### config.mk
export PLATFORM = sky130hd
export DESIGN_NAME = unv_shift_seq_flat
export DESIGN_NICKNAME = d
export VERILOG_FILES = /design/src/rtl/unv_shift_seq_pkg.sv /design/src/rtl/unv_shift_seq_if.sv /design/src/rtl/unv_shift_seq_cnt.sv /design/src/rtl/unv_shift_seq.sv /design/src/flat_wrapper.sv
export SDC_FILE = /design/constraint.sdc
export NUM_CORES = 1
export LEC_CHECK = 0
export CAP_MARGIN = 30
export CELL_PAD_IN_SITES_DETAIL_PLACEMENT = 0
export CELL_PAD_IN_SITES_GLOBAL_PLACEMENT = 1
export CORE_MARGIN = 2
export CORE_UTILIZATION = 31
export DETAILED_ROUTE_END_ITERATION = 8
export HOLD_SLACK_MARGIN = 0.1
export PLACE_DENSITY_LB_ADDON = 0.1
export SKIP_CTS_REPAIR_TIMING = 1
export SLEW_MARGIN = 20
export SYNTH_ARGS = -nofsm -noshare
export SYNTH_HDL_FRONTEND = slang
export SYNTH_HIERARCHICAL = 1
export SYNTH_SLANG_ARGS = --single-unit
### constraint.sdc
create_clock -name in_clk -period 2 [get_ports in_clk]
set_input_delay 0.4 -clock in_clk [delete_from_list [all_inputs] [get_ports in_clk]]
set_output_delay 0.4 -clock in_clk [all_outputs]
set_load 0.05 [all_outputs]
### src/rtl/unv_shift_seq_pkg.sv
// Shared constants, the state encoding and the op-to-mode decode for the unv_shift_seq
// command sequencer.
package unv_shift_pkg;

  localparam logic [1:0] M_HOLD = 2'b00;
  localparam logic [1:0] M_SHR  = 2'b01;
  localparam logic [1:0] M_SHL  = 2'b10;
  localparam logic [1:0] M_LOAD = 2'b11;

  localparam logic [1:0] OP_LOAD = 2'b00;
  localparam logic [1:0] OP_SHR  = 2'b01;
  localparam logic [1:0] OP_SHL  = 2'b10;
  localparam logic [1:0] OP_ROT  = 2'b11;

  typedef enum logic [1:0] {
    IDLE  = 2'b00,
    LOAD  = 2'b01,
    SHIFT = 2'b10,
    DONE  = 2'b11
  } state_t;

  // Rotate right is a right shift whose serial input is fed back from the LSB.
  function automatic logic [1:0] shift_mode(input logic [1:0] op);
    logic [1:0] mode;
    case (op)
      OP_SHR:  mode = M_SHR;
      OP_ROT:  mode = M_SHR;
      OP_SHL:  mode = M_SHL;
      default: mode = M_HOLD;
    endcase
    return mode;
  endfunction

endpackage

### src/rtl/unv_shift_seq_if.sv
// Command and shift-register control bundle between a command source, the sequencer
// and the driven shift register. The sequencer uses the slave modport.
interface unv_shift_seq_if #(
  parameter int W  = 4,
  parameter int CW = 3
);
  logic          in_cmd_valid;
  logic          o_cmd_ready;
  logic [1:0]    in_cmd_op;
  logic [CW-1:0] in_cmd_cnt;
  logic [W-1:0]  in_cmd_data;
  logic          in_cmd_fill;
  logic [W-1:0]  in_q;
  logic [1:0]    o_m;
  logic [W-1:0]  o_l;
  logic          o_sir;
  logic          o_sil;
  logic          o_busy;
  logic          o_done;
  logic [W-1:0]  o_result;

  modport slave (
    input  in_cmd_valid, in_cmd_op, in_cmd_cnt, in_cmd_data, in_cmd_fill, in_q,
    output o_cmd_ready, o_m, o_l, o_sir, o_sil, o_busy, o_done, o_result
  );

  modport master (
    output in_cmd_valid, in_cmd_op, in_cmd_cnt, in_cmd_data, in_cmd_fill, in_q,
    input  o_cmd_ready, o_m, o_l, o_sir, o_sil, o_busy, o_done, o_result
  );
endinterface

### src/rtl/unv_shift_seq_cnt.sv
// Loadable down-counter holding the remaining shift steps; is_one marks the final
// shift cycle.
module unv_shift_cnt #(
  parameter int CW = 3
) (
  input  logic          clk,
  input  logic          rst,
  input  logic          load,
  input  logic          dec,
  input  logic [CW-1:0] load_val,
  output logic          is_one
);

  logic [CW-1:0] count_r;

  // Step counter: load wins over decrement.
  always_ff @(posedge clk) begin
    if (rst) begin
      count_r <= {CW{1'b0}};
    end else if (load) begin
      count_r <= load_val;
    end else if (dec) begin
      count_r <= count_r - CW'(1);
    end else begin
      count_r <= count_r;
    end
  end

  assign is_one = (count_r == CW'(1));

endmodule

### src/rtl/unv_shift_seq.sv
// Command sequencer driving a 4-bit universal shift register (load / shift / rotate).
// Define UNV_SHIFT_SEQ_ROTATE_EN to make op 11 a rotate right; otherwise op 11 is a no-op.
module unv_shift_seq #(
  parameter int W  = 4,
  parameter int CW = 3
) (
  input  logic            in_clk,
  input  logic            in_rst,
  unv_shift_seq_if.slave  bus
);
  import unv_shift_pkg::*;

`ifdef UNV_SHIFT_SEQ_ROTATE_EN
  localparam logic ROT_EN = 1'b1;
`else
  localparam logic ROT_EN = 1'b0;
`endif

  state_t        state_r, state_next_s;
  logic [1:0]    op_r, op_next_s;
  logic [W-1:0]  data_r, data_next_s;
  logic          fill_r, fill_next_s;
  logic          accept_s, cnt_is_one_s, rot_sir_s;
  logic [1:0]    m_r, m_next_s;
  logic [W-1:0]  l_r, l_next_s, result_r;
  logic          sir_r, sir_next_s, sil_r, sil_next_s, busy_r, done_r;

  unv_shift_cnt #(.CW(CW)) u_cnt (
    .clk      (in_clk),
    .rst      (in_rst),
    .load     (accept_s),
    .dec      (state_r == SHIFT),
    .load_val (bus.in_cmd_cnt),
    .is_one   (cnt_is_one_s)
  );

  assign accept_s = bus.in_cmd_valid && (state_r == IDLE);

  // Next state plus the output decode of that next state, so outputs can be registered.
  always_comb begin
    state_next_s = state_r;
    op_next_s    = accept_s ? bus.in_cmd_op   : op_r;
    data_next_s  = accept_s ? bus.in_cmd_data : data_r;
    fill_next_s  = accept_s ? bus.in_cmd_fill : fill_r;
    m_next_s     = M_HOLD;
    l_next_s     = {W{1'b0}};
    sir_next_s   = 1'b0;
    sil_next_s   = 1'b0;
    case (state_r)
      IDLE: begin
        if (!accept_s) begin
          state_next_s = IDLE;
        end else if (bus.in_cmd_op == OP_LOAD) begin
          state_next_s = LOAD;
        end else if ((bus.in_cmd_op == OP_ROT) && !ROT_EN) begin
          state_next_s = DONE;
        end else if (bus.in_cmd_cnt == {CW{1'b0}}) begin
          state_next_s = DONE;
        end else begin
          state_next_s = SHIFT;
        end
      end
      LOAD:    state_next_s = DONE;
      SHIFT:   state_next_s = cnt_is_one_s ? DONE : SHIFT;
      DONE:    state_next_s = IDLE;
      default: state_next_s = IDLE;
    endcase
    case (state_next_s)
      LOAD: begin
        m_next_s = M_LOAD;
        l_next_s = data_next_s;
      end
      SHIFT: begin
        m_next_s = shift_mode(op_next_s);
        if (op_next_s == OP_SHR) begin
          sir_next_s = fill_next_s;
        end else if (op_next_s == OP_SHL) begin
          sil_next_s = fill_next_s;
        end else begin
          sir_next_s = 1'b0;
        end
      end
      default: m_next_s = M_HOLD;
    endcase
  end

  // State, latched command and registered outputs; result captured while in DONE.
  always_ff @(posedge in_clk) begin
    if (in_rst) begin
      state_r  <= IDLE;
      op_r     <= OP_LOAD;
      data_r   <= {W{1'b0}};
      fill_r   <= 1'b0;
      m_r      <= M_HOLD;
      l_r      <= {W{1'b0}};
      sir_r    <= 1'b0;
      sil_r    <= 1'b0;
      busy_r   <= 1'b0;
      done_r   <= 1'b0;
      result_r <= {W{1'b0}};
    end else begin
      state_r  <= state_next_s;
      op_r     <= op_next_s;
      data_r   <= data_next_s;
      fill_r   <= fill_next_s;
      m_r      <= m_next_s;
      l_r      <= l_next_s;
      sir_r    <= sir_next_s;
      sil_r    <= sil_next_s;
      busy_r   <= (state_next_s != IDLE);
      done_r   <= (state_next_s == DONE);
      result_r <= (state_r == DONE) ? bus.in_q : result_r;
    end
  end

  // Rotate feeds the live LSB back into the MSB, so it cannot be registered.
  assign rot_sir_s = ROT_EN && (state_r == SHIFT) && (op_r == OP_ROT) && bus.in_q[0];

  assign bus.o_cmd_ready = (state_r == IDLE);
  assign bus.o_m         = m_r;
  assign bus.o_l         = l_r;
  assign bus.o_sir       = sir_r | rot_sir_s;
  assign bus.o_sil       = sil_r;
  assign bus.o_busy      = busy_r;
  assign bus.o_done      = done_r;
  assign bus.o_result    = result_r;

endmodule

### src/flat_wrapper.sv
// flat-port wrapper written by rule: the top's interface ports become plain ports
module unv_shift_seq_flat import unv_shift_pkg::*;
#(
  parameter int W  = 4,
  parameter int CW = 3
)
  (in_clk, in_rst, bus_in_cmd_valid, bus_in_cmd_op, bus_in_cmd_cnt, bus_in_cmd_data, bus_in_cmd_fill, bus_in_q, bus_o_cmd_ready, bus_o_m, bus_o_l, bus_o_sir, bus_o_sil, bus_o_busy, bus_o_done, bus_o_result);
  unv_shift_seq_if #(.W(W), .CW(CW)) bus_i ();
  input  logic in_clk;
  input  logic in_rst;
  input wire logic [$bits(bus_i.in_cmd_valid)-1:0] bus_in_cmd_valid;
  input wire logic [$bits(bus_i.in_cmd_op)-1:0] bus_in_cmd_op;
  input wire logic [$bits(bus_i.in_cmd_cnt)-1:0] bus_in_cmd_cnt;
  input wire logic [$bits(bus_i.in_cmd_data)-1:0] bus_in_cmd_data;
  input wire logic [$bits(bus_i.in_cmd_fill)-1:0] bus_in_cmd_fill;
  input wire logic [$bits(bus_i.in_q)-1:0] bus_in_q;
  output wire logic [$bits(bus_i.o_cmd_ready)-1:0] bus_o_cmd_ready;
  output wire logic [$bits(bus_i.o_m)-1:0] bus_o_m;
  output wire logic [$bits(bus_i.o_l)-1:0] bus_o_l;
  output wire logic [$bits(bus_i.o_sir)-1:0] bus_o_sir;
  output wire logic [$bits(bus_i.o_sil)-1:0] bus_o_sil;
  output wire logic [$bits(bus_i.o_busy)-1:0] bus_o_busy;
  output wire logic [$bits(bus_i.o_done)-1:0] bus_o_done;
  output wire logic [$bits(bus_i.o_result)-1:0] bus_o_result;
  assign bus_i.in_cmd_valid = bus_in_cmd_valid;
  assign bus_i.in_cmd_op = bus_in_cmd_op;
  assign bus_i.in_cmd_cnt = bus_in_cmd_cnt;
  assign bus_i.in_cmd_data = bus_in_cmd_data;
  assign bus_i.in_cmd_fill = bus_in_cmd_fill;
  assign bus_i.in_q = bus_in_q;
  assign bus_o_cmd_ready = bus_i.o_cmd_ready;
  assign bus_o_m = bus_i.o_m;
  assign bus_o_l = bus_i.o_l;
  assign bus_o_sir = bus_i.o_sir;
  assign bus_o_sil = bus_i.o_sil;
  assign bus_o_busy = bus_i.o_busy;
  assign bus_o_done = bus_i.o_done;
  assign bus_o_result = bus_i.o_result;
  unv_shift_seq #(.W(W), .CW(CW)) u_core (.in_clk(in_clk), .in_rst(in_rst), .bus(bus_i));
endmodule
# [Word-level counts from Yosys, hierarchy flattened]
# Index checks and enable logic that the tools add are counted.
# W data, S select, Z words.
[classes] n_addsub=1 multipliers=0 div_mod_pow=0 n_lt_le_gt_ge=0 n_eq_ne=11 shifts=0 mux=13 bitwise=4 reduce_logical=10
[op_table] op="$eq A2 B2 Y1 const B" n=7
[op_table] op="$mux W2" n=4
[op_table] op="$pmux W2 S2" n=2
[op_table] op="$pmux W2 S4" n=1
[op_table] op="$eq A2 B1 Y1 const B" n=3
[op_table] op="$mux W3" n=2
[op_table] op="$logic_not A2 Y1" n=2
[op_table] op="$mux W4" n=1
[op_table] op="$not A1 Y1" n=4
[op_table] op="$reduce_bool A2 Y1" n=2
[op_table] op="$reduce_or A2 Y1" n=2
[op_table] op="$reduce_or A4 Y1" n=1
[op_table] op="$eq A3 B1 Y1 const B" n=1
[op_table] op="$logic_not A3 Y1" n=1
[op_table] op="$mux W1" n=3
[op_table] op="$reduce_or A3 Y1" n=1
[op_table] op="$sub A3 B1 Y3 const B" n=1
[op_table] op="$logic_and A1 B1 Y1" n=1
[word_totals] regBits=26 latch_bits=0 ram_bits=0 rom_bits=0 in_bits=17 out_inout_bits=15 wordCells=51 n_memories=0

# [Longest topological paths before layout]
# Gate-level depths: netlist of run 1.
[depth] word_depth=9 depth_mapped=10 mapped_depth_nobuf=10

# [By module]
# The synthesis of run 1 kept the hierarchy.
[modules_own_cells] module="unv_shift_seq" n_inst=1 cells_each=96 area_each_um2=945.9 seq_area_each_um2=460.4
[modules_own_cells] module="unv_shift_cnt" n_inst=1 cells_each=20 area_each_um2=187.7 seq_area_each_um2=60.1

# [Least setup slack after synthesis of run 1]
# Ideal clock, no wire load.
[synth_path] path_kind="reg2reg" start="reg u_core.state_r[0]" end="reg u_core.m_r[0] (netlist: u_core/bus.o_m[0])" setup_ns=0.074 t_arrival_ns=2.129 required_ns=1.926 setup_slack_ns=-0.204 path_stages_with_launch=11 path_buffers=0 synth_period_minus_slack_ns=2.204 cell_sequence="dfxtp_1 -> inv_1 -> ha_1 -> nand2_4 -> inv_6 -> o211ai_1 -> and2_1 -> ha_1 -> nor2_1 -> nand2_1 -> o21ai_0"
[synth_via] elab_chain_len=7 word_cells_on_any_way=16 classes_between="eq/ne: 8; mux: 5; reduce/logical: 3"
[synth_lines] element="start, declared" line_no="unv_shift_seq.sv:19" text="state_t state_r, state_next_s;"
[synth_lines] element="start signal, assigned" line_no="unv_shift_seq.sv:102" text="state_r <= state_next_s;"
[synth_lines] element="$logic_not A2 Y1 *"
[synth_lines] element="net bus_o_cmd_ready" line_no="flat_wrapper.sv:17" text="output wire logic [$bits(bus_i.o_cmd_ready)-1:0] bus_o_cmd_ready;"
[synth_lines] element="$logic_and A1 B1 Y1 *" line_no="unv_shift_seq.sv:37" text="assign accept_s = bus.in_cmd_valid && (state_r == IDLE);"
[synth_lines] element="net u_core.accept_s" line_no="unv_shift_seq.sv:23" text="logic accept_s, cnt_is_one_s, rot_sir_s;"
[synth_lines] element="$mux W2" line_no="unv_shift_seq.sv:42" text="op_next_s = accept_s ? bus.in_cmd_op : op_r;"
[synth_lines] element="$eq A2 B2 Y1 / $eq A2 B1 Y1 (equally long branches)" line_no="unv_shift_seq_pkg.sv:25" text="case (op)"
[synth_lines] element="$reduce_or A2 Y1 (no line)"
[synth_lines] element="$pmux W2 S2" line_no="unv_shift_seq_pkg.sv:25"
[synth_lines] element="$pmux W2 S2 *" line_no="unv_shift_seq.sv:68" text="case (state_next_s)"
[synth_lines] element="end signal, assigned" line_no="unv_shift_seq.sv:106" text="m_r <= m_next_s;"
[synth_lines] element="end, declared" line_no="unv_shift_seq.sv:24" text="logic [1:0] m_r, m_next_s;"
# Mark *: on every way through the listed nets, which the timed path passes. The rest lies on a longest branch.
# A chain may end at the register's enable or synchronous reset.

# [Worst setup path in the final report of run 1]
[layout_path] start="reg u_core.result_r[3] (netlist: u_core/bus.o_result[3])" end="out bus_o_result[3]"
[layout_lines] element="start, declared" line_no="unv_shift_seq.sv:25" text="logic [W-1:0] l_r, l_next_s, result_r;"
[layout_lines] element="start signal, assigned" line_no="unv_shift_seq.sv:100" text="result_r <= {W{1'b0}};"
[layout_lines] element="start signal, assigned" line_no="unv_shift_seq.sv:112" text="result_r <= (state_r == DONE) ? bus.in_q : result_r;"
[layout_lines] element="end, declared" line_no="flat_wrapper.sv:24" text="output wire logic [$bits(bus_i.o_result)-1:0] bus_o_result;"
# No word-level cell between the ends.

==> summary.md, run 1 <==
| Metric | Value |
|---|---|
| Hold path start | `u_core/op_r[1]` |
| Cells after Synth | `116` |
| Clock root cell | `clkbuf_4` |
| CTS clock-pin slew for the worst setup and hold paths | `0.14 ns` |
| Crit-path max cell delay | `0.80 ns` |
| Netlist cell types | `30` |
| Placeable Area | `3420 µm²` |
| Drt wl/cell | `11.4 µm` |
| First-pass GRT wire length | `4110 µm` |
| Yosys warning count | `6` |
| Worst Reg-to-Reg Cells | `10` |
| Initial DRT Pass Iterations | `4` |
| Antenna violation net count after detailed routing | `0` |
| Critical Path AT | `1.49 ns` |
| Initial antenna violation count | `0` |
| DRT iter0 DRCs | `28` |
| F_max | `528 MHz` |
| HP Class | `register to register` |
| Share of total power in sequential cells | `44.3%` |
| Layout Nets | `189` |
| Syn-to-layout area delta | `46.1%` |
| Critical-path cell list | `clkdlybuf4s50_1` |
| Pleak | `0.674 nW` |
| Worst hold margin | `0.487 ns` |
| Row count | `21` |
| P_sw | `369 µW` |
| Mapped Area | `1130 µm²` |
| Via density per instance | `4.42` |
| Die extent in x | `64.5 µm` |
| Sink Count | `26` |
| Commonest non-fill, non-tap cells in the layout | `clkdlybuf4s50_1 (30), dfxtp_1 (22), nor2_1 (17)` |
| CP delay by family, top | `buffers and inverters` |
| FILL cells | `341` |
| Ant. Diodes | `0` |
| Final Instance Area | `1660 µm²` |
| CP Max Fanout | `2` |
| DR vias | `910` |
| Clock insertion delay at the later pin of the skew report | `0.32 ns` |
| Starting density of the core | `33.2%` |
| Kind of critical path | `register to output port` |
| Worst slew pin tran | `0.509 ns` |
| CP Capture Type | `output port` |
| Hold Path Stages | `2` |
| Finish-stage setup viols | `0` |
| Mapped Nets | `144` |
| Unrepaired setup endpoints after global routing | `no` |
| Mapped Avg Cell Area | `9.77 µm²` |
| VDD IR max | `371 µV` |
| Die area | `4160 µm²` |
| Clk_skew | `0.00311 ns` |
| Share of cells above drive strength 1 | `18.8%` |
| Combinational power share | `27.8%` |
| Final Cycle Share | `94.7%` |
| Clock network power share | `27.9%` |
| Critical Path RT | `1.60 ns` |
| Worst path bufs/invs | `1` |
| Post-DP Area | `1590 µm²` |
| R2R Setup Slk | `0.14 ns` |
| Overall power | `1.30 mW` |
| Largest net degree at the start of global routing | `16` |
| Clock tree buffer depth | `2` |
| FF-to-FF Start | `u_core/u_cnt/count_r[1]` |
| PortBufs | `31` |
| Reg2Reg Capture Point | `u_core/bus.o_m[0]` |
| Max Cap Violations | `0` |
| Minimum clock period | `1.89 ns` |
| Total track usage | `13.0%` |
| IO Count | `32` |
| DPL Wire Length | `1790 µm` |
| Crit. Startpoint | `u_core/bus.o_result[3]` |
| Critical path startpoint category | `register` |
| CTS Buf Count | `3` |
| Count of final hold-check violations | `0` |
| Die Y | `64.5 µm` |
| DRC violations left | `0` |
| Pins Over Slew Limit | `0` |
| Routability cong. | `0.732` |
| CTS tree | `yes` |
| Vias in the first global route | `936` |
| Hold EP | `u_core/op_r[1]` |
| Sw Share | `28.5%` |
| Most common cell after layout, fill and taps aside | `clkdlybuf4s50_1` |
| Overflow after GRT | `0` |
| #FFs+latches synth | `26` |
| Htree depth | `1` |
| Register area share after synthesis | `45.9%` |
| Placed Cells | `202` |
| Power Density | `784 nW/µm²` |
| Total wire length | `2340 µm` |
| Slew HR | `65.9%` |
| Final Instance Count excl. Fillers | `206` |
| Outcome | `complete, no violations` |
| Power Internal | `929 µW` |
| Slowest CP cell | `clkdlybuf4s50_1` |
[routing by layer]
layer | track usage, % | wire [µm] | part of all wire [%] | up-vias
li1 | - | - | - | 476
met1 | 15.8 | 1100 | 47 | 406
met2 | 20.8 | 1040 | 44 | 23
met3 | 3.82 | 142 | 6.1 | 5
met4 | 6.38 | 54 | 2.3 | 0
met5 | 0 | 0 | 0 | -
[registers in the layout, indices dropped and copies added, names as in the netlist]
| name | flops |
|---|---|
| u_core/bus.o_done | 1 |
| u_core/state_r | 2 |
| u_core/bus.o_busy | 1 |
| u_core/bus.o_l | 4 |
| u_core/u_cnt/count_r | 3 |
| u_core/data_r | 4 |
| u_core/fill_r | 1 |
| u_core/bus.o_sir | 1 |
| u_core/bus.o_result | 4 |
| u_core/bus.o_sil | 1 |
| u_core/bus.o_m | 2 |
| u_core/op_r | 2 |
[logic make-up (layout without fill, tap and decap cells)]
kind of cell	Yosys count	in the layout	synth area share, %
AOI/OAI and AO/OA	16	16	9.82
xor gates and xnor gates	2	2	1.55
adders and majority gates	11	11	12.1
buffers and inverters	12	56	4.42
DFF	26	26	45.9
muxes	9	9	7.95
and+or+nand+nor	40	40	18.2
[per-stage QoR]
stage | setup WS, ns | TNS (ns) | utilization, %
global placement | -0.0866 | -0.171 | 46.4
finish | 0.106 | 0 | 48.5
floorplan | 0.112 | 0 | -
global route | 0.00512 | 0 | 48.5
detailed placement | -0.142 | -0.324 | 46.4
CTS | 0.0527 | 0 | 48.0
[cell type report]
class / count / area, µm² / share of cell area, %
clock inverters: 1 / 30.0 / 1.81
multi-input cells: 78 / 588 / 35.5
inverters: 10 / 42.5 / 2.57
well taps: 46 / 57.6 / 3.47
repair buffers: 42 / 390 / 23.6
flip-flops and latches: 26 / 526 / 31.7
clock buffers: 3 / 22.5 / 1.36
[worst max-delay path by stage]
stage                             end  cells past startpoint
CTS                 u_core/bus.o_m[0]                      9
floorplan           u_core/bus.o_m[0]                     10
detailed placement  u_core/bus.o_m[0]                      8
global route        u_core/bus.o_m[0]                     10
finish                bus_o_result[3]                      1
global placement    u_core/bus.o_m[0]                      8
[power by group through the flow]
stage / registers, mW / logic (mW) / clock network, mW
2_1_floorplan: 0.622 / 0.176 / 0
3_3_place_gp: 0.582 / 0.351 / 0
3_5_place_dp: 0.584 / 0.355 / 0
4_1_cts: 0.572 / 0.357 / 0.374
5_1_grt: 0.580 / 0.400 / 0.404
6_report: 0.575 / 0.361 / 0.362
[synthesized netlist by cell type]
cell type | count | area [µm²]
dfxtp_1 | 26 | 521
nor2_1 | 18 | 67.6
ha_1 | 11 | 138
inv_1 | 9 | 33.8
mux2i_1 | 9 | 90.1
nand2_1 | 6 | 22.5
a21oi_1 | 4 | 20.0
nor2b_1 | 4 | 25.0
a211oi_1 | 2 | 15.0
a31oi_1 | 2 | 12.5
and2_1 | 2 | 12.5
clkbuf_1 | 2 | 7.51
nand3b_1 | 2 | 15.0
o211ai_1 | 2 | 15.0
xnor2_1 | 2 | 17.5
a2111oi_2 | 1 | 15.0
a21boi_0 | 1 | 7.51
and3_2 | 1 | 7.51
and4b_1 | 1 | 10.0
and4b_2 | 1 | 11.3
inv_6 | 1 | 8.76
nand2_4 | 1 | 11.3
nor3_1 | 1 | 5.00
o21a_1 | 1 | 7.51
o21ai_0 | 1 | 5.00
o21ai_1 | 1 | 5.00
o41ai_1 | 1 | 8.76
or2_0 | 1 | 6.26
or2_2 | 1 | 6.26
or3_1 | 1 | 6.26
Power figures use the tool's default switching activity.
==> run 2, diff against run 1 <==
--- a/config.mk
+++ b/config.mk
@@ -10,6 +10,7 @@
 export CELL_PAD_IN_SITES_GLOBAL_PLACEMENT = 1
 export CORE_MARGIN = 2
 export CORE_UTILIZATION = 31
+export CTS_BUF_LIST = sky130_fd_sc_hd__clkbuf_8 sky130_fd_sc_hd__clkbuf_16
 export DETAILED_ROUTE_END_ITERATION = 8
 export HOLD_SLACK_MARGIN = 0.1
 export PLACE_DENSITY_LB_ADDON = 0.1
==> summary.md, run 2 (synthesis results as in run 1) <==
| Metric | Value |
|---|---|
| Reg2Reg Capture Point | `u_core/bus.o_m[0]` |
| Clock network power share | `32.0% (+4.1 points)` |
| Clock root cell | `clkbuf_8` |
| Max Cap Violations | `0 (unchanged)` |
| Layout Nets | `189 (unchanged)` |
| Row count | `21 (unchanged)` |
| Power Internal | `991 µW (+6.7%)` |
| Clk_skew | `0.00369 ns (+0.000583 ns)` |
| Count of final hold-check violations | `0 (unchanged)` |
| Crit. Startpoint | `u_core/u_cnt/count_r[1]` |
| CTS tree | `yes` |
| HP Class | `register to register` |
| Syn-to-layout area delta | `47.2%` |
| Vias in the first global route | `937 (+0.11%)` |
| Clock tree buffer depth | `2 (unchanged)` |
| Largest net degree at the start of global routing | `16 (unchanged)` |
| R2R Setup Slk | `0.14 ns (about the same)` |
| Critical Path RT | `2.21 ns (+0.61 ns)` |
| Die area | `4160 µm² (unchanged)` |
| Finish-stage setup viols | `0 (unchanged)` |
| Pins Over Slew Limit | `0 (unchanged)` |
| Overall power | `1.37 mW (+5.6%)` |
| Total wire length | `2370 µm (+1.1%)` |
| Share of cells above drive strength 1 | `18.1% (-0.63 points)` |
| Ant. Diodes | `0 (unchanged)` |
| Combinational power share | `26.2% (-1.6 points)` |
| CTS Buf Count | `3 (unchanged)` |
| Final Instance Count excl. Fillers | `206 (unchanged)` |
| Placeable Area | `3420 µm² (unchanged)` |
| Critical path startpoint category | `register` |
| Routability cong. | `0.732 (unchanged)` |
| CTS clock-pin slew for the worst setup and hold paths | `0.09 ns (-0.05 ns)` |
| IO Count | `32 (unchanged)` |
| Share of total power in sequential cells | `41.8% (-2.5 points)` |
| Worst Reg-to-Reg Cells | `10 (unchanged)` |
| Most common cell after layout, fill and taps aside | `clkdlybuf4s50_1` |
| Sw Share | `27.7% (-0.76 points)` |
| Kind of critical path | `register to register` |
| DRT iter0 DRCs | `30 (+7.1%)` |
| Via density per instance | `4.44 (+0.55%)` |
| Power Density | `821 nW/µm² (+4.8%)` |
| Setup slack at placement | `-0.142 ns (unchanged)` |
| Final Cycle Share | `92.8% (-2.0 points)` |
| DR vias | `915 (+0.55%)` |
| Minimum clock period | `1.86 ns (-0.0392 ns)` |
| Setup_tns | `0 ns (unchanged)` |
| Slew HR | `65.9% (about the same)` |
| Sink Count | `26 (unchanged)` |
| Commonest non-fill, non-tap cells in the layout | `clkdlybuf4s50_1 (30), dfxtp_1 (23), nor2_1 (17)` |
| Initial DRT Pass Iterations | `6 (+2)` |
| Worst setup margin | `0.145 ns (+0.0392 ns)` |
| DPL Wire Length | `1790 µm (unchanged)` |
| Die extent in x | `64.5 µm (unchanged)` |
| PortBufs | `31 (unchanged)` |
| Pleak | `0.679 nW (+0.84%)` |
| FF-to-FF Start | `u_core/u_cnt/count_r[1]` |
| Critical Path AT | `2.06 ns (+0.57 ns)` |
| Clock insertion delay at the later pin of the skew report | `0.27 ns (-0.05 ns)` |
| F_max | `539 MHz (+2.1%)` |
| Htree depth | `1 (unchanged)` |
| Setup crit end | `u_core/bus.o_m[0]` |
| CP Capture Type | `register` |
| P_sw | `380 µW (+2.8%)` |
| Drt wl/cell | `11.5 µm (+1.1%)` |
| Antenna violation net count after detailed routing | `0 (unchanged)` |
| Hold Path Stages | `2 (unchanged)` |
| DRC violations left | `0 (unchanged)` |
| Total track usage | `12.9% (-0.074 points)` |
| Die Y | `64.5 µm (unchanged)` |
| VDD IR max | `374 µV (+0.93%)` |
| Finished Core Util | `48.9% (+0.37 points)` |
| Unrepaired setup endpoints after global routing | `no` |
| Worst slew pin tran | `0.510 ns (+0.000701 ns)` |
| CP Max Fanout | `3 (+1)` |
| Starting density of the core | `33.2% (unchanged)` |
| Overflow after GRT | `0 (unchanged)` |
| Initial antenna violation count | `0 (unchanged)` |
| Outcome | `complete, no violations` |
| First-pass GRT wire length | `4110 µm (unchanged)` |
| Placed Cells | `202 (unchanged)` |
## run 2: area by class of cell
cell class / count / area (µm²)
fill: 337 / 1750
multi-input combinational: 78 / 583
sequential: 26 / 524
timing repair buffer: 42 / 390
tap: 46 / 57.6
inverter: 10 / 42.5
clock buffer: 3 / 41.3
clock inverter: 1 / 30.0
## run 2: power by group through the flow
stage,Combinational (mW),Sequential (mW),Clock (mW)
final,0.359,0.573,0.438
after global routing,0.397,0.578,0.477
after CTS,0.357,0.572,0.448
after detailed placement,0.355,0.584,0
after global placement,0.351,0.582,0
after floorplan,0.176,0.622,0
## run 2: worst min-delay path by stage
stage                  endpoint  slack, ns             start
2_1_floorplan    u_core/op_r[1]       0.44    u_core/op_r[1]
3_3_place_gp     u_core/op_r[1]       0.46    u_core/op_r[1]
3_5_place_dp     u_core/op_r[1]       0.47    u_core/op_r[1]
4_1_cts          u_core/op_r[1]       0.49    u_core/op_r[1]
5_1_grt        u_core/data_r[3]       0.52  u_core/data_r[3]
6_report         u_core/op_r[1]       0.48    u_core/op_r[1]
## run 2: metrics by stage
step | hold slack [ns] | area [µm²]
final | 0.481 | 1670
after floorplan | 0.440 | 1150
after CTS | 0.487 | 1660
after global placement | 0.462 | 1590
after global routing | 0.519 | 1670
after detailed placement | 0.474 | 1590
## run 2: per-layer routing
| metal | part of all wire, % | track usage (%) | vias up | wire length, µm |
|---|---|---|---|---|
| li1 | - | - | 473 | - |
| met1 | 48 | 15.9 | 414 | 1130 |
| met2 | 44 | 20.8 | 23 | 1050 |
| met3 | 5.7 | 3.30 | 5 | 135 |
| met4 | 2.0 | 6.38 | 0 | 48 |
| met5 | 0 | 0 | - | 0 |
## run 2: critical path, stage by stage, from the launching register on
cell and delay (ns):
dfxtp_1 0.32, inv_1 0.07, ha_1 0.14, nor2b_2 0.14
a21oi_1 0.06, or2_2 0.30, and2_4 0.15, ha_1 0.29
nor2_2 0.10, nand2_1 0.08, o21ai_0 0.12
==> run 3, diff against run 2 <==
--- a/config.mk
+++ b/config.mk
@@ -12,6 +12,7 @@
 export CORE_UTILIZATION = 31
 export CTS_BUF_LIST = sky130_fd_sc_hd__clkbuf_8 sky130_fd_sc_hd__clkbuf_16
 export DETAILED_ROUTE_END_ITERATION = 8
+export GPL_ROUTABILITY_DRIVEN = 0
 export HOLD_SLACK_MARGIN = 0.1
 export PLACE_DENSITY_LB_ADDON = 0.1
 export SKIP_CTS_REPAIR_TIMING = 1
==> results of run 3 <==
The final DEF is identical to that of run 2; final timing and power are the same.
==> RTL change, RTL diff (flow settings as in run 2) <==
The 4 states of `state_t` get a one-hot encoding in 4 bits.
--- a/src/rtl/unv_shift_seq_pkg.sv
+++ b/src/rtl/unv_shift_seq_pkg.sv
@@ -12,11 +12,11 @@
   localparam logic [1:0] OP_SHL  = 2'b10;
   localparam logic [1:0] OP_ROT  = 2'b11;
 
-  typedef enum logic [1:0] {
-    IDLE  = 2'b00,
-    LOAD  = 2'b01,
-    SHIFT = 2'b10,
-    DONE  = 2'b11
+  typedef enum logic [3:0] {
+    IDLE  = 4'b0001,
+    LOAD  = 4'b0010,
+    SHIFT = 4'b0100,
+    DONE  = 4'b1000
   } state_t;
 
   // Rotate right is a right shift whose serial input is fed back from the LSB.
Check against the original RTL: same outputs for any inputs over 10 cycles, from zero or initial values and one cycle with in_rst high; not proved beyond that.
==> RTL change against run 2 <==
Setup slack improved by 44 ps. Utilization fell by 0.32 points. Routed wire length fell by 6.1%. Total power fell by 15%. Register-to-register slack improved by 210 ps. Via count fell by 5.2%. Sequential cell count fell by 2. Design area decreased by 9.7%. First-iteration DRC count shrank 37%. Critical path type is now register to primary output. Maximum frequency is 2.4% higher. Area after synthesis is 9.4% lower. Cell count down 9.2%.
==> RTL change: results (changes against run 2) <==
[detailed_routing]
dr.pass1.iters = 3  ; -3
wirelength_mm = 2.23  ; -6.1%
dr.first_iter.drc_count = 19  ; -37%
wl_met3_um = 106  ; -21%
m1WireLength_mm = 1.08  ; -4.8%
vias = 867  ; -5.2%
wire_per_inst_um = 11.9  ; +3.5%

[synth]
synth_area_per_cell_um2 = 9.78  ; +0.11%
ys_top_cells_by_count = 24 x dfxtp_1, 11 x nor2_1, 7 x mux2i_1, 6 x inv_1, 6 x nand2_1
synth_area_leaders = dfxtp_1 47%, mux2i_1 6.8%, nor2_1 4.0%
synth.distinct_cells = 33  ; +10%
ys_seq_area_share_pct = 46.8  ; +0.86 points
synthAdderAreaFrac_pct = 2.44  ; -9.7 points

[setup_path]
cp-startpoint = u_core/bus.o_result[0]$_SDFFE_PP0N_
path_max_fanout = 2  ; -1
worst-r2r-setup-slack_ps = 350  ; +210 ps
crit_end = bus_o_result[0]
rr_endpoint = u_core/bus.o_sil$_SDFF_PP0_
cp_top_family = buffers and inverters
cpPeakStageDelay_ps = 800  ; +480 ps
r2r_start = u_core/state_r[1]$_SDFF_PP0_
ff2ff_path_depth = 5  ; -5
arrival_ps = 1410  ; -650 ps

[pwr]
pwr-share-comb_pct = 19.4  ; -6.8 points
comb_cell_power_w = 0.000227  ; -37%
leakage_nw = 0.562  ; -17%
ir_worst_vdd_mv = 0.449  ; +20%
p_switching_w = 0.000293  ; -23%

[placed_design]
dpl.cell_count = 183  ; -9.4%
gp_congestion = 0.751  ; +2.6%
placed_area_um2 = 1440  ; -9.5%
place_hpwl_mm = 1.68  ; -5.8%

[timing]
clock_skew_ps = 1.01  ; -2.68 ps
fin_ws_ps = 189  ; +44.4 ps
whs_ps = 474  ; -6.80 ps

[global_route]
met2_usage_pct = 20.9  ; +0.069 points
globalRouteMet3Util_pct = 2.73  ; -0.57 points
grt_pass1_vias = 817  ; -13%
met1_usage_pct = 16.8  ; +0.93 points

[cells_and_area]
drive_above_1_share_pct = 14.7  ; -3.4 points
fillers = 326  ; -3.3%

[run_status]
status = completed

-- RTL change: changes by cell type after synthesis, sizes merged, moves of 3 or more --
| cell | before | now |
|---|---|---|
| inv | 10 | 6 |
| nor2 | 18 | 11 |
| nor4b | 0 | 3 |
| ha | 11 | 2 |
| nand3b | 2 | 5 |
| a21oi | 4 | 1 |
| nor4 | 0 | 4 |
-- RTL change: area by class of cell --
cell class              instances  share of cell area [%]
clock buffers                   3                    2.74
clock inverters                 1                    1.99
inverters                       7                    2.08
multi-input cells              69                    32.4
flip-flops and latches         24                    31.9
well taps                      44                    3.65
repair buffers                 39                    25.2
-- RTL change: worst reg2reg max path: stages, from the launching register on --
cell,delay (ps)
dfxtp_1,380
nand3b_1,190
or3_1,380
buf_4,200
mux2i_1,310
nor3_2,70
-- RTL change: cell families after synthesis --
family,after synthesis
simple gates,43
flops,24
compound gates,16
buf+inv,12
mux,7
fa+ha+maj,2
xor+xnor,1
